File: src/rtl/alu_pipe_flags.sv
// Two-stage pipelined ALU with valid/ready handshakes, flush, illegal-op flag and an
// in-order committed Z/V/N flag register. Define ALU_SAT_EN for saturating ADD/SUB.

module alu_paddsb_lane #(
    parameter int LANE_W = 4
) (
    input  logic [LANE_W-1:0] a_i,
    input  logic [LANE_W-1:0] b_i,
    output logic [LANE_W-1:0] sum_o
);
    logic [LANE_W-1:0] raw;
    logic              ovf;

    always_comb begin
        raw   = a_i + b_i;
        ovf   = (a_i[LANE_W-1] == b_i[LANE_W-1]) && (raw[LANE_W-1] != a_i[LANE_W-1]);
        sum_o = raw;
        if (ovf)
            sum_o = a_i[LANE_W-1] ? {1'b1, {(LANE_W-1){1'b0}}} : {1'b0, {(LANE_W-1){1'b1}}};
    end
endmodule

module alu_pipe_flags #(
    parameter int DATA_W = 16,
    parameter int LANE_W = 4
) (
    input  logic              clk,
    input  logic              rst_n,
    input  logic              in_valid,
    output logic              in_ready,
    input  logic [3:0]        alu_op,
    input  logic [DATA_W-1:0] src1,
    input  logic [DATA_W-1:0] src2,
    input  logic              flush,
    output logic              out_valid,
    input  logic              out_ready,
    output logic [DATA_W-1:0] result,
    output logic [2:0]        flags,
    output logic [2:0]        flags_wr,
    output logic              illegal_op
);
    localparam int SH_W  = $clog2(DATA_W);
    localparam int NLANE = DATA_W / LANE_W;
    localparam int NBYTE = DATA_W / 8;
    localparam int HALF  = DATA_W / 2;
    localparam int MSB   = DATA_W - 1;

    localparam logic [3:0] OP_RED = 4'b0000, OP_SLL = 4'b0001, OP_SRA = 4'b0010,
                           OP_PAD = 4'b0011, OP_ROR = 4'b0100, OP_LW  = 4'b0101,
                           OP_SW  = 4'b0110, OP_LHB = 4'b0111, OP_LLB = 4'b1000,
                           OP_ADD = 4'b1001, OP_SUB = 4'b1010, OP_XOR = 4'b1011;

    typedef struct packed {
        logic [3:0]        op;
        logic [DATA_W-1:0] a;
        logic [DATA_W-1:0] b;
    } req_t;

    // cand/wr are ordered {Z,V,N} to line up with the flag register
    typedef struct packed {
        logic [DATA_W-1:0] res;
        logic [2:0]        cand;
        logic [2:0]        wr;
        logic              ill;
    } rsp_t;

    logic [2:1] vld_pipe_q, vld_pipe_d;
    req_t       s1_q, s1_d;
    rsp_t       s2_q, s2_d;
    logic [2:0] flags_q, flags_d;
    logic       adv, accept, commit, s2_load;

    assign adv       = !vld_pipe_q[2] | out_ready;
    assign in_ready  = !flush & (!vld_pipe_q[1] | adv);
    assign accept    = in_valid & in_ready;
    assign out_valid = vld_pipe_q[2] & !flush;
    assign commit    = out_valid & out_ready;
    assign s2_load   = !flush & adv & vld_pipe_q[1];

    assign s1_d = '{op: alu_op, a: src1, b: src2};

    logic [NLANE-1:0][LANE_W-1:0] lane_sum;
    for (genvar g = 0; g < NLANE; g++) begin : g_lane
        alu_paddsb_lane #(.LANE_W(LANE_W)) u_lane (
            .a_i   (s1_q.a[g*LANE_W +: LANE_W]),
            .b_i   (s1_q.b[g*LANE_W +: LANE_W]),
            .sum_o (lane_sum[g])
        );
    end

    logic [SH_W-1:0]          sh;
    logic signed [DATA_W-1:0] red_sum;
    logic [DATA_W-1:0]        ror_res, b_eff, addsub_raw, addsub_res;
    logic                     is_sub, ovf;

    assign sh = s1_q.a[SH_W-1:0];

    always_comb begin
        red_sum = '0;
        for (int i = 0; i < NBYTE; i++)
            red_sum = red_sum + DATA_W'($signed(s1_q.a[8*i +: 8]))
                              + DATA_W'($signed(s1_q.b[8*i +: 8]));
        ror_res = '0;
        for (int i = 0; i < DATA_W; i++)
            ror_res[i] = s1_q.b[(i + int'(sh)) % DATA_W];
    end

    // Subtraction reuses the adder as a + ~b + 1, so one overflow rule covers both
    always_comb begin
        is_sub     = (s1_q.op == OP_SUB);
        b_eff      = is_sub ? ~s1_q.b : s1_q.b;
        addsub_raw = s1_q.a + b_eff + {{(DATA_W-1){1'b0}}, is_sub};
        ovf        = (s1_q.a[MSB] == b_eff[MSB]) && (addsub_raw[MSB] != s1_q.a[MSB]);
`ifdef ALU_SAT_EN
        addsub_res = addsub_raw;
        if (ovf)
            addsub_res = s1_q.a[MSB] ? {1'b1, {(DATA_W-1){1'b0}}} : {1'b0, {(DATA_W-1){1'b1}}};
`else
        addsub_res = addsub_raw;
`endif
    end

    always_comb begin
        s2_d = '0;
        unique case (s1_q.op)
            OP_RED:          s2_d.res = red_sum;
            OP_SLL:          begin s2_d.res = s1_q.b << sh;                       s2_d.wr = 3'b100; end
            OP_SRA:          begin s2_d.res = DATA_W'($signed(s1_q.b) >>> sh);    s2_d.wr = 3'b100; end
            OP_ROR:          begin s2_d.res = ror_res;                            s2_d.wr = 3'b100; end
            OP_PAD:          s2_d.res = lane_sum;
            OP_LW, OP_SW:    s2_d.res = (s1_q.b & ~DATA_W'(1)) + DATA_W'({s1_q.a[3:0], 1'b0});
            OP_LHB:          s2_d.res = {s1_q.a[HALF-1:0], s1_q.b[HALF-1:0]};
            OP_LLB:          s2_d.res = {s1_q.b[DATA_W-1:HALF], s1_q.a[HALF-1:0]};
            OP_ADD, OP_SUB:  begin s2_d.res = addsub_res; s2_d.wr = 3'b111; end
            OP_XOR:          begin s2_d.res = s1_q.a ^ s1_q.b;                    s2_d.wr = 3'b100; end
            default:         s2_d.ill = 1'b1;
        endcase
        s2_d.cand = {s2_d.res == '0, ovf, s2_d.res[MSB]};
    end

    always_comb begin
        vld_pipe_d = vld_pipe_q;
        if (flush) begin
            vld_pipe_d = '0;
        end else begin
            if (adv)         vld_pipe_d[2] = vld_pipe_q[1];
            if (accept)      vld_pipe_d[1] = 1'b1;
            else if (adv)    vld_pipe_d[1] = 1'b0;
        end
        flags_d = commit ? ((flags_q & ~s2_q.wr) | (s2_q.cand & s2_q.wr)) : flags_q;
    end

    always_ff @(posedge clk or negedge rst_n) begin
        if (!rst_n) begin
            vld_pipe_q <= '0;
            s1_q       <= '0;
            s2_q       <= '0;
            flags_q    <= '0;
        end else begin
            vld_pipe_q <= vld_pipe_d;
            if (accept)  s1_q <= s1_d;
            if (s2_load) s2_q <= s2_d;
            flags_q    <= flags_d;
        end
    end

    assign result     = s2_q.res;
    assign flags      = flags_q;
    assign flags_wr   = s2_q.wr;
    assign illegal_op = s2_q.ill;
endmodule

File: config.mk
export PLATFORM = sky130hd
export DESIGN_NAME = alu_pipe_flags
export DESIGN_NICKNAME = d
export VERILOG_FILES = /design/src/rtl/alu_pipe_flags.sv
export SDC_FILE = /design/constraint.sdc
export NUM_CORES = 1
export LEC_CHECK = 0
export CAP_MARGIN = 20
export CORE_AREA = 2 2 124 126
export CTS_BUF_LIST = sky130_fd_sc_hd__clkbuf_16
export DETAILED_ROUTE_END_ITERATION = 10
export DIE_AREA = 0 0 126 128
export GPL_TIMING_DRIVEN = 0
export PLACE_DENSITY = 0.8
export SLEW_MARGIN = 20
export SYNTH_ARGS = -nofsm -noshare
export SYNTH_HDL_FRONTEND = slang
export SYNTH_SLANG_ARGS = --single-unit
File: constraint.sdc
create_clock -name clk -period 5.7 [get_ports clk]
set_input_delay 1.14 -clock clk [delete_from_list [all_inputs] [get_ports clk]]
set_output_delay 1.14 -clock clk [all_outputs]
set_load 0.01 [all_outputs]
==> Yosys cells after proc, flatten, opt, wreduce, memory -nomap -nowiden <==
Index checks and enable logic that the tools add are counted.
Widths: inputs -> output; s select.
{ "totals": {"mem_bits_ro": 0, "out_inout_bits": 25, "n_memories": 0, "ram_bits": 0, "latch_bits": 0, "word_cells": 197, "ff_bits": 64, "inputBits": 41} }
{ "op_classes": {"eq_ne": 21, "mul": 0, "n_shift": 2, "div_mod_pow": 0, "n_reduce_logical": 31, "magnitude_cmp": 16, "add_sub_neg": 25, "bitwise": 29, "muxes": 63} }
{ "ops": {"columns": ["op", "count"], "rows": [
  ["$pmux 16 s10", 1],
  ["$lt 5x6->1 const B", 15],
  ["$bmux 1 s4", 16],
  ["$reduce_or 4->1", 16],
  ["$mux 1", 35],
  ["$add 4x4->4 const A", 8],
  ["$mux 4", 8],
  ["$add 16x1->16", 1],
  ["$add 16x16->16", 1],
  ["$add 16x5->16", 1],
  ["$add 3x4->4 const A", 4],
  ["$add 4x4->4", 4],
  ["$eq 4x3->1 const B", 4],
  ["$eq 4x4->1 const B", 4],
  ["$logic_not 16->1", 1],
  ["$mux 16", 1],
  ["$not 16->16", 1],
  ["$shl 16x4->16", 1],
  ["$sshr 16x4->16", 1],
  ["$xor 16x16->16", 1],
  ["$and 1x1->1 const A", 15],
  ["$reduce_or 12->1", 1],
  ["$add 10x8->11", 1],
  ["$add 9x8->10", 1],
  ["other kinds (21)", 45]
]} }

==> Logic depth before layout (Yosys ltp) <==
Gate-level depths: netlist of the first run.
{ "depth": {"word_depth": 8, "mapped_depth": 16, "mapped_depth_nobuf": 15} }

==> Hierarchy <==
Synthesis of the first run repeated with hierarchy kept, for this count alone.
{ "hier_totals": {"hier_cells": 1034, "area_unflattened_um2": 8888.5} }
{ "modules_own_cells": {"columns": ["mod", "seq_area_each_um2", "area_each_um2", "n_inst", "cells_per_inst"], "rows": [
  ["alu_pipe_flags", 1551.5, 8102.8, 1, 934],
  ["alu_paddsb_lane", 0.0, 196.4, 4, 25]
]} }

==> Worst setup path before layout of the first run <==
Ideal clock, no wire load.
{ "synth_timing": {"kind": "register -> register", "start": "register s1_q[17] (netlist name)", "end": "register s2_q[6] (netlist name)", "path_slack_ps": 1027, "arrival_ps": 4578, "stages_incl_launch_ff": 17, "required_time_ps": 5605, "setup_ps": 95, "cell_sequence": "dfrtp_1 -> buf_4 -> inv_1 -> fa_1 -> fa_1 -> inv_1 -> ha_1 -> fa_1 -> and3_1 -> nor2_1 -> xor2_1 -> o22ai_1 -> a211oi_1 -> nand3_1 -> or4_1 -> or4_1 -> o31ai_1"} }
{ "synth_between": {"elab_chain_cells": 6} }
{ "synth_lines": {"columns": ["item", "line", "source"], "rows": [
  ["start: declaration", "68", "req_t s1_q, s1_d;"],
  ["start signal: assignment", "156", "s1_q <= '0;"],
  ["start signal: assignment", "161", "if (accept) s1_q <= s1_d;"],
  ["parallel branches: the longest is 4 deep, another holds $add 10x8->11", null, null],
  ["$pmux 16 s10 *", "125", "unique case (s1_q.op)"],
  ["$logic_not 16->1 *", "138", "s2_d.cand = {s2_d.res == '0, ovf, s2_d.res[MSB]};"],
  ["end signal: assignment", "157", "s2_q <= '0;"],
  ["end signal: assignment", "162", "if (s2_load) s2_q <= s2_d;"],
  ["end: declaration", "69", "rsp_t s2_q, s2_d;"]
]} }
Mark *: on every way between the ends. The select of a mux whose other input is x is not followed.
A chain may end at the register's enable or synchronous reset.

==> Worst setup path after layout of the first run <==
{ "layout_timing": {"start": "register s1_q[16] (netlist name)", "end": "register s2_q[6] (netlist name)"} }
The elaborated chain is that of the path after synthesis.

==> impl_metrics.ini, run 1 <==
[clocking]
cts_sinks = 62
htreeDepth = 3
clockBufferDepth = 2
root_buffer = clkbuf_16
cts_tree = yes
clk_pin_slew_worst_paths_ns = 0.06
cts_buffers = 9
clock_latency_ns = 0.36

[pwr]
p_total_mw = 4.22
power_switching_mw = 2.09
power_frac_clock_pct = 15.1
seqPwrFrac_pct = 16.4
internal-power_mw = 2.12
comb_power_share_pct = 68.5
ir_drop_mv = 0.403
sw_frac_of_total_pct = 49.6
p_leak_nw = 4.21
powerDensity_nw_per_um2 = 423

[global_routing]
grt_usage_pct = 45.9
antenna_found_initial = 0
grt_pass1_vias = 8955
grt_pass1_wl_um = 54700
grt_start_max_net_pins = 54
overflow = 0

[timing]
hold_ws_ns = 0.483
clock-skew-final_ns = 0.00841
fin_crit_sh_pct = 98.8
worst_pin_slew_ns = 0.987
min_period_ns = 5.63
finalMaxSlewViolations = 0
max-slew-margin-rel_pct = 34.2
tns_ns = 0
finalHoldViolations = 0
fmaxAchievable_mhz = 177
setup_viol = 0

[worst_setup_path]
crit_fanout = 11
r2r_setup_slack_ns = 0.07
critPathKind = flop to flop
worstReg2RegStart = s1_q[16]$_DFFE_PN0P_
worstSetupEndpointType = flop
r2r_cells = 16
crit_required_ns = 5.96
r2r-end = s2_q[6]$_DFFE_PN0P_
arrival_ns = 5.89
start_kind = flop
crit_start = s1_q[16]$_DFFE_PN0P_

[synth]
synthAdderAreaFrac_pct = 12.3
synth.area.mux_share_pct = 21.1
synthTopCellsByArea = dfrtp_1, mux2_2, mux2i_1, ha_1, fa_1
ys_ff_latch = 62
yosysSeqAreaShare_pct = 17.9
yosys.area_share.simple_pct = 16.2
synth_top_flop_cell = dfrtp_1
yosysWarnings = 0
synth_compound_area_share_pct = 18.8
synthCells = 1018
syn-cell-area_um2 = 8640
synthesis.nets = 1130
avgSynthCellArea_um2 = 8.49
yosysTopAreaCell = dfrtp_1
synth_edf_count = 0
synth_top_family_by_area = multiplexers
synth_xor_area_share_pct = 6.08
synth_top_area_share_pct = 17.9
synth_async_sr_flop_share_pct = 100
synth_cell_types = 73

[placed_design]
dp.cells = 1274
hpwl_um = 28400
place.gp.congestion = 1.09
io_buffers = 65

[run_status]
outcome = finished, final reports clean

[cells_and_area]
instances_no_fill = 1292
area_growth_pct = 15.2
final_common_cell = nand2_1
antenna_cells = 0
nFillCells = 1243
drive_above_1_share_pct = 15.5
final_cell_mix = nand2_1, clkdlybuf4s50_1, mux2i_1
nets = 1211
utilization_pct = 67.0

[floorplanning]
row_count = 45
die_h_um = 128
core_um2 = 14900
die_area_um2 = 16100
num_io_pins = 66
die_w_um = 126
start_util_pct = 58.2

[routing]
wirelength_um = 36800
num_vias = 9320
drt_iter0_markers = 1960
wl_per_cell_um = 28.5
ant_nets = 0
first_pass_iters = 11
via_per_inst = 7.21
drc = 0

[min_path]
min_path_cells = 2
holdPathEnd = result[6]$_DFFE_PN0P_
hp-start = result[6]$_DFFE_PN0P_
hold_class = flop to flop

[flow_run]
maxCapViolations = 0
## worst max-delay path: stages (launching register included)
cell       delay, ns
dfrtp_1         0.54
buf_2           0.28
inv_2           0.19
buf_2           0.33
buf_2           0.39
ha_1            0.20
clkbuf_1        0.38
buf_2           0.38
mux2i_1         0.30
mux2i_1         0.12
o221ai_1        0.39
a21o_1          0.20
o2111ai_1       0.25
a2111oi_2       0.45
o211ai_1        0.30
or4_1           0.58
o31ai_1         0.26
## repair_timing
| item | 4_1_cts | 5_1_grt |
|---|---|---|
| hold buffers | 0 | 0 |
| buffers inserted | 0 | 3 |
| resized for setup | 2 | 10 |
| endpoints found under the setup margin | 1 | 1 |
## final cells by class
| cell class | instances | area (um^2) | area share (%) |
|---|---|---|---|
| Buffer | 92 | 465 | 4.67 |
| Sequential cell | 62 | 1550 | 15.6 |
| Tap cell | 188 | 235 | 2.36 |
| Inverter | 51 | 195 | 1.96 |
| Multi-Input combinational cell | 812 | 6470 | 65.0 |
| Clock buffer | 9 | 225 | 2.26 |
| Timing Repair Buffer | 71 | 708 | 7.11 |
| Clock inverter | 7 | 105 | 1.06 |
## synth_stat cells, types with 21 or more instances
master and number:
fa_1 23, clkbuf_1 47, o21ai_0 55, buf_4 22, mux2i_1 62, inv_1 49
xnor2_1 43, nor3_1 21, ha_1 48, dfrtp_1 62, a21oi_1 45, mux2_2 61
nand2_1 93, nor2_1 61, nand3_1 28
## state kept, by name, summed over array words and instances (netlist names), named ones only
name / count
s1_q: 36
vld_pipe_q: 2
result: 15
flags_wr: 2
s2_q: 3
illegal_op: 1
## routing by layer
layer | track usage, % | routed length [um] | vias to the layer above
li1 | - | - | 3878
met1 | 57.9 | 13400 | 4363
met2 | 66.8 | 15200 | 845
met3 | 18.4 | 5580 | 232
met4 | 25.5 | 2580 | 2
met5 | 2.79 | 58 | -
## worst max-delay path by stage
| stage | endpoint | slack, ns | cells after the start |
|---|---|---|---|
| final | s2_q[6]$_DFFE_PN0P_ | 0.07 | 16 |
| after detailed placement | s2_q[6]$_DFFE_PN0P_ | -0.20 | 16 |
| after CTS | s2_q[6]$_DFFE_PN0P_ | 0.04 | 16 |
| after global routing | s2_q[6]$_DFFE_PN0P_ | -0.003 | 16 |
| after floorplan | s2_q[6]$_DFFE_PN0P_ | 1.03 | 16 |
| after global placement | s2_q[6]$_DFFE_PN0P_ | -0.17 | 16 |
## logic make-up after synthesis
family | after synthesis
adder cells (fa/ha/maj) | 71
flip-flops | 62
buffers and inverters | 144
AND/OR/NAND/NOR | 287
XOR/XNOR | 60
AO/OA/AOI/OAI | 245
multiplexers | 149
## power groups by stage
stage,clock [mW],combinational (mW),sequential [mW]
after global routing,0.651,3.06,0.693
after detailed placement,0,2.74,0.685
after global placement,0,2.68,0.679
after CTS,0.637,2.76,0.677
after floorplan,0,1.89,0.621
final,0.638,2.89,0.691
## through the flow
| step | area, um^2 | setup WS (ns) |
|---|---|---|
| 2_1_floorplan | 8640 | 1.03 |
| 3_3_place_gp | 9530 | -0.166 |
| 3_5_place_dp | 9580 | -0.201 |
| 5_1_grt | 9960 | -0.00256 |
| 6_report | 9960 | 0.0659 |
| 4_1_cts | 9920 | 0.0448 |
No activity file was read; power rests on OpenSTA's default activity.
==> run 2, diff against run 1 <==
==> config.mk (replaced) <==
export PLATFORM = sky130hd
export DESIGN_NAME = alu_pipe_flags
export DESIGN_NICKNAME = d
export VERILOG_FILES = /design/src/rtl/alu_pipe_flags.sv
export SDC_FILE = /design/constraint.sdc
export NUM_CORES = 1
export LEC_CHECK = 0
export CAP_MARGIN = 15
export CORE_AREA = 2 2 125 127
export CTS_BUF_LIST = sky130_fd_sc_hd__clkbuf_16
export DETAILED_ROUTE_END_ITERATION = 10
export DIE_AREA = 0 0 127 129
export GPL_TIMING_DRIVEN = 0
export PLACE_DENSITY = 0.81
export SLEW_MARGIN = 20
export SYNTH_ARGS = -nofsm -noshare
export SYNTH_HDL_FRONTEND = slang
export SYNTH_HIERARCHICAL = 1
export SYNTH_SLANG_ARGS = --single-unit
==> run 2 against run 1 <==
Clock power decreased by 21%. Clock skew is 0.011 ns higher. Synthesized area increased by 2.8%. Flip-flop and latch count unchanged. Cell count rose by 0.93%. Synthesized cell count grew 1.6%. Critical path type unchanged. Highest routed layer is now met4.
==> impl_metrics.ini, run 2 <==
[cells_and_area]
instances_no_fill = 1304
regMostFlops = s1_q
nets = 1223
antenna_cells = 0
area_growth_pct = 13.1
multi_input_area_um2 = 6520
drive_above_1_share_pct = 14.2
ff_latch_area_um2 = 1550
final_cell_area_um2 = 10100
largest_reg_flops = 36
final_cell_mix = nand2_1, inv_1, clkdlybuf4s50_1
nFillCells = 1257
final_common_cell = nand2_1

[worst_setup_path]
start_kind = flop
worstSetupEndpointType = flop
arrival_ns = 5.77
path_cells = buf_2 -> inv_1 -> buf_2 -> fa_1 -> fa_1 -> fa_1 -> nand2b_1 -> a21oi_1 -> nor4_1 -> nor4_1 -> o221ai_1 -> a211o_1 -> nor4_1 -> a32o_1
crit_fanout = 13
critPathKind = flop to flop
r2r-end = s2_q[6]$_DFFE_PN0P_
crit_required_ns = 5.99
max_stage_delay_ns = 0.74
path_buf_inv = 3
crit_slowest_cell = dfrtp_1
crit_family = adder cells
r2r_setup_slack_ns = 0.22
r2r_cells = 14
worstReg2RegStart = s1_q[18]$_DFFE_PN0P_

[routing]
num_vias = 9130
first_pass_iters = 9
drt_iter0_markers = 1069
wl_per_cell_um = 27.4
via_per_inst = 7.00
wirelength_um = 35700
drc = 0
ant_nets = 0

[flow_run]
maxCapViolations = 0

[global_routing]
grt_pass1_wl_um = 53000
grt_usage_pct = 44.2
overflow = 0
grt_start_max_net_pins = 37
antenna_found_initial = 0
grt_pass1_vias = 8819

[synth]
yosysWarnings = 6
synthCells = 1034
syn-cell-area_um2 = 8890
synth_top_flop_cell = dfrtp_1
synth_edf_count = 0
avgSynthCellArea_um2 = 8.60
synthesis.nets = 1146
synth_async_sr_flop_share_pct = 100
synth_top_area_share_pct = 17.5
ys_ff_latch = 62
synth_cell_types = 95
yosysSeqAreaShare_pct = 17.5
synthTopCellsByArea = dfrtp_1, ha_1, mux2i_1, mux2_2, fa_1
yosysTopAreaCell = dfrtp_1
yosysMostFrequentCell = nand2_1
synthTopCellsByCount = nand2_1, inv_1, dfrtp_1

[clocking]
postCtsSetupRepairBufs = 0
cts_hold_buf = 0
clockBufferDepth = 2
cts_buffers = 9
clock_latency_ns = 0.37
root_buffer = clkbuf_16
cts_resized = 0
htreeDepth = 3
clk_pin_slew_worst_paths_ns = 0.05
cts_sinks = 62
cts_tree = yes

[min_path]
hp-start = illegal_op$_DFFE_PN0P_
min_path_cells = 2
holdPathEnd = illegal_op$_DFFE_PN0P_
hold_class = flop to flop

[timing]
max-slew-margin-rel_pct = 21.0
clock-skew-final_ns = 0.0192
finalMaxSlewViolations = 0
grt_setup_unrepaired = false
fin_ws_ns = 0.218
finalHoldViolations = 0
setup_viol = 0
tns_ns = 0
worst_pin_slew_ns = 1.18
fmaxAchievable_mhz = 182
fin_crit_sh_pct = 96.2
min_period_ns = 5.48

[floorplanning]
die_h_um = 129
start_util_pct = 59.3
core_um2 = 15000
die_area_um2 = 16400
die_w_um = 127
num_io_pins = 66
row_count = 45

[pwr]
ir_drop_mv = 0.214
powerDensity_nw_per_um2 = 411
p_total_mw = 4.13
p_leak_nw = 4.35

[run_status]
outcome = finished, final reports clean

[placed_design]
dp_slack_ns = 0.508
place.gp.congestion = 1.09
postPlaceCellArea_um2 = 9790
dp.cells = 1288
io_buffers = 65
hpwl_um = 27900
## run 2: worst max-delay path by stage
stage                                    start             endpoint  slack, ns  cells past startpoint
after global placement    s1_q[18]$_DFFE_PN0P_  s2_q[6]$_DFFE_PN0P_       0.53                     14
final                     s1_q[18]$_DFFE_PN0P_  s2_q[6]$_DFFE_PN0P_       0.22                     14
after CTS                 s1_q[18]$_DFFE_PN0P_  s2_q[6]$_DFFE_PN0P_       0.49                     14
after global routing      s1_q[18]$_DFFE_PN0P_  s2_q[6]$_DFFE_PN0P_       0.25                     16
after detailed placement  s1_q[18]$_DFFE_PN0P_  s2_q[6]$_DFFE_PN0P_       0.51                     14
after floorplan           s1_q[17]$_DFFE_PN0P_  s2_q[6]$_DFFE_PN0P_       1.55                     17
## run 2: cell type report
class / count / share of cell area (%)
Multi-Input combinational cell: 813 / 64.8
Sequential cell: 62 / 15.4
Timing Repair Buffer: 66 / 6.65
Buffer: 87 / 5.42
Inverter: 72 / 2.74
Tap cell: 188 / 2.34
Clock buffer: 9 / 2.24
Clock inverter: 7 / 0.336
## run 2: per-stage QoR
stage	hold slack [ns]	utilization (%)
2_1_floorplan	0.440	-
3_3_place_gp	0.450	65.3
3_5_place_dp	0.465	65.4
4_1_cts	0.477	67.1
5_1_grt	0.488	67.1
6_report	0.468	67.1
## run 2: layer usage
metal | track usage, % | wire length, um | vias to the layer above
li1 | - | - | 3892
met1 | 55.4 | 13200 | 4284
met2 | 64.9 | 14800 | 742
met3 | 14.2 | 4680 | 212
met4 | 30.5 | 3020 | 0
met5 | 0 | 0 | -
## run 2: worst register-to-register path: stages, from the launching register on
cell	delay, ns
dfrtp_1	0.74
buf_2	0.40
inv_1	0.25
buf_2	0.33
fa_1	0.58
fa_1	0.48
fa_1	0.47
nand2b_1	0.22
a21oi_1	0.24
nor4_1	0.13
nor4_1	0.36
o221ai_1	0.27
a211o_1	0.40
nor4_1	0.34
a32o_1	0.21
## run 2: logic make-up (layout without fill, tap and decap cells)
| kind of cell | after synthesis | count (layout) | share of synthesized area [%] |
|---|---|---|---|
| compound gates | 251 | 251 | 19.7 |
| xor+xnor | 65 | 65 | 6.49 |
| fa+ha+maj | 75 | 75 | 12.4 |
| buf+inv | 159 | 241 | 9.22 |
| flops | 62 | 62 | 17.5 |
| mux | 130 | 130 | 18.0 |
| simple gates | 292 | 292 | 16.7 |
## run 2: report_power, final
part           switching, mW  internal, mW
registers              0.179         0.540
clock network          0.220         0.287
logic                   1.64          1.26
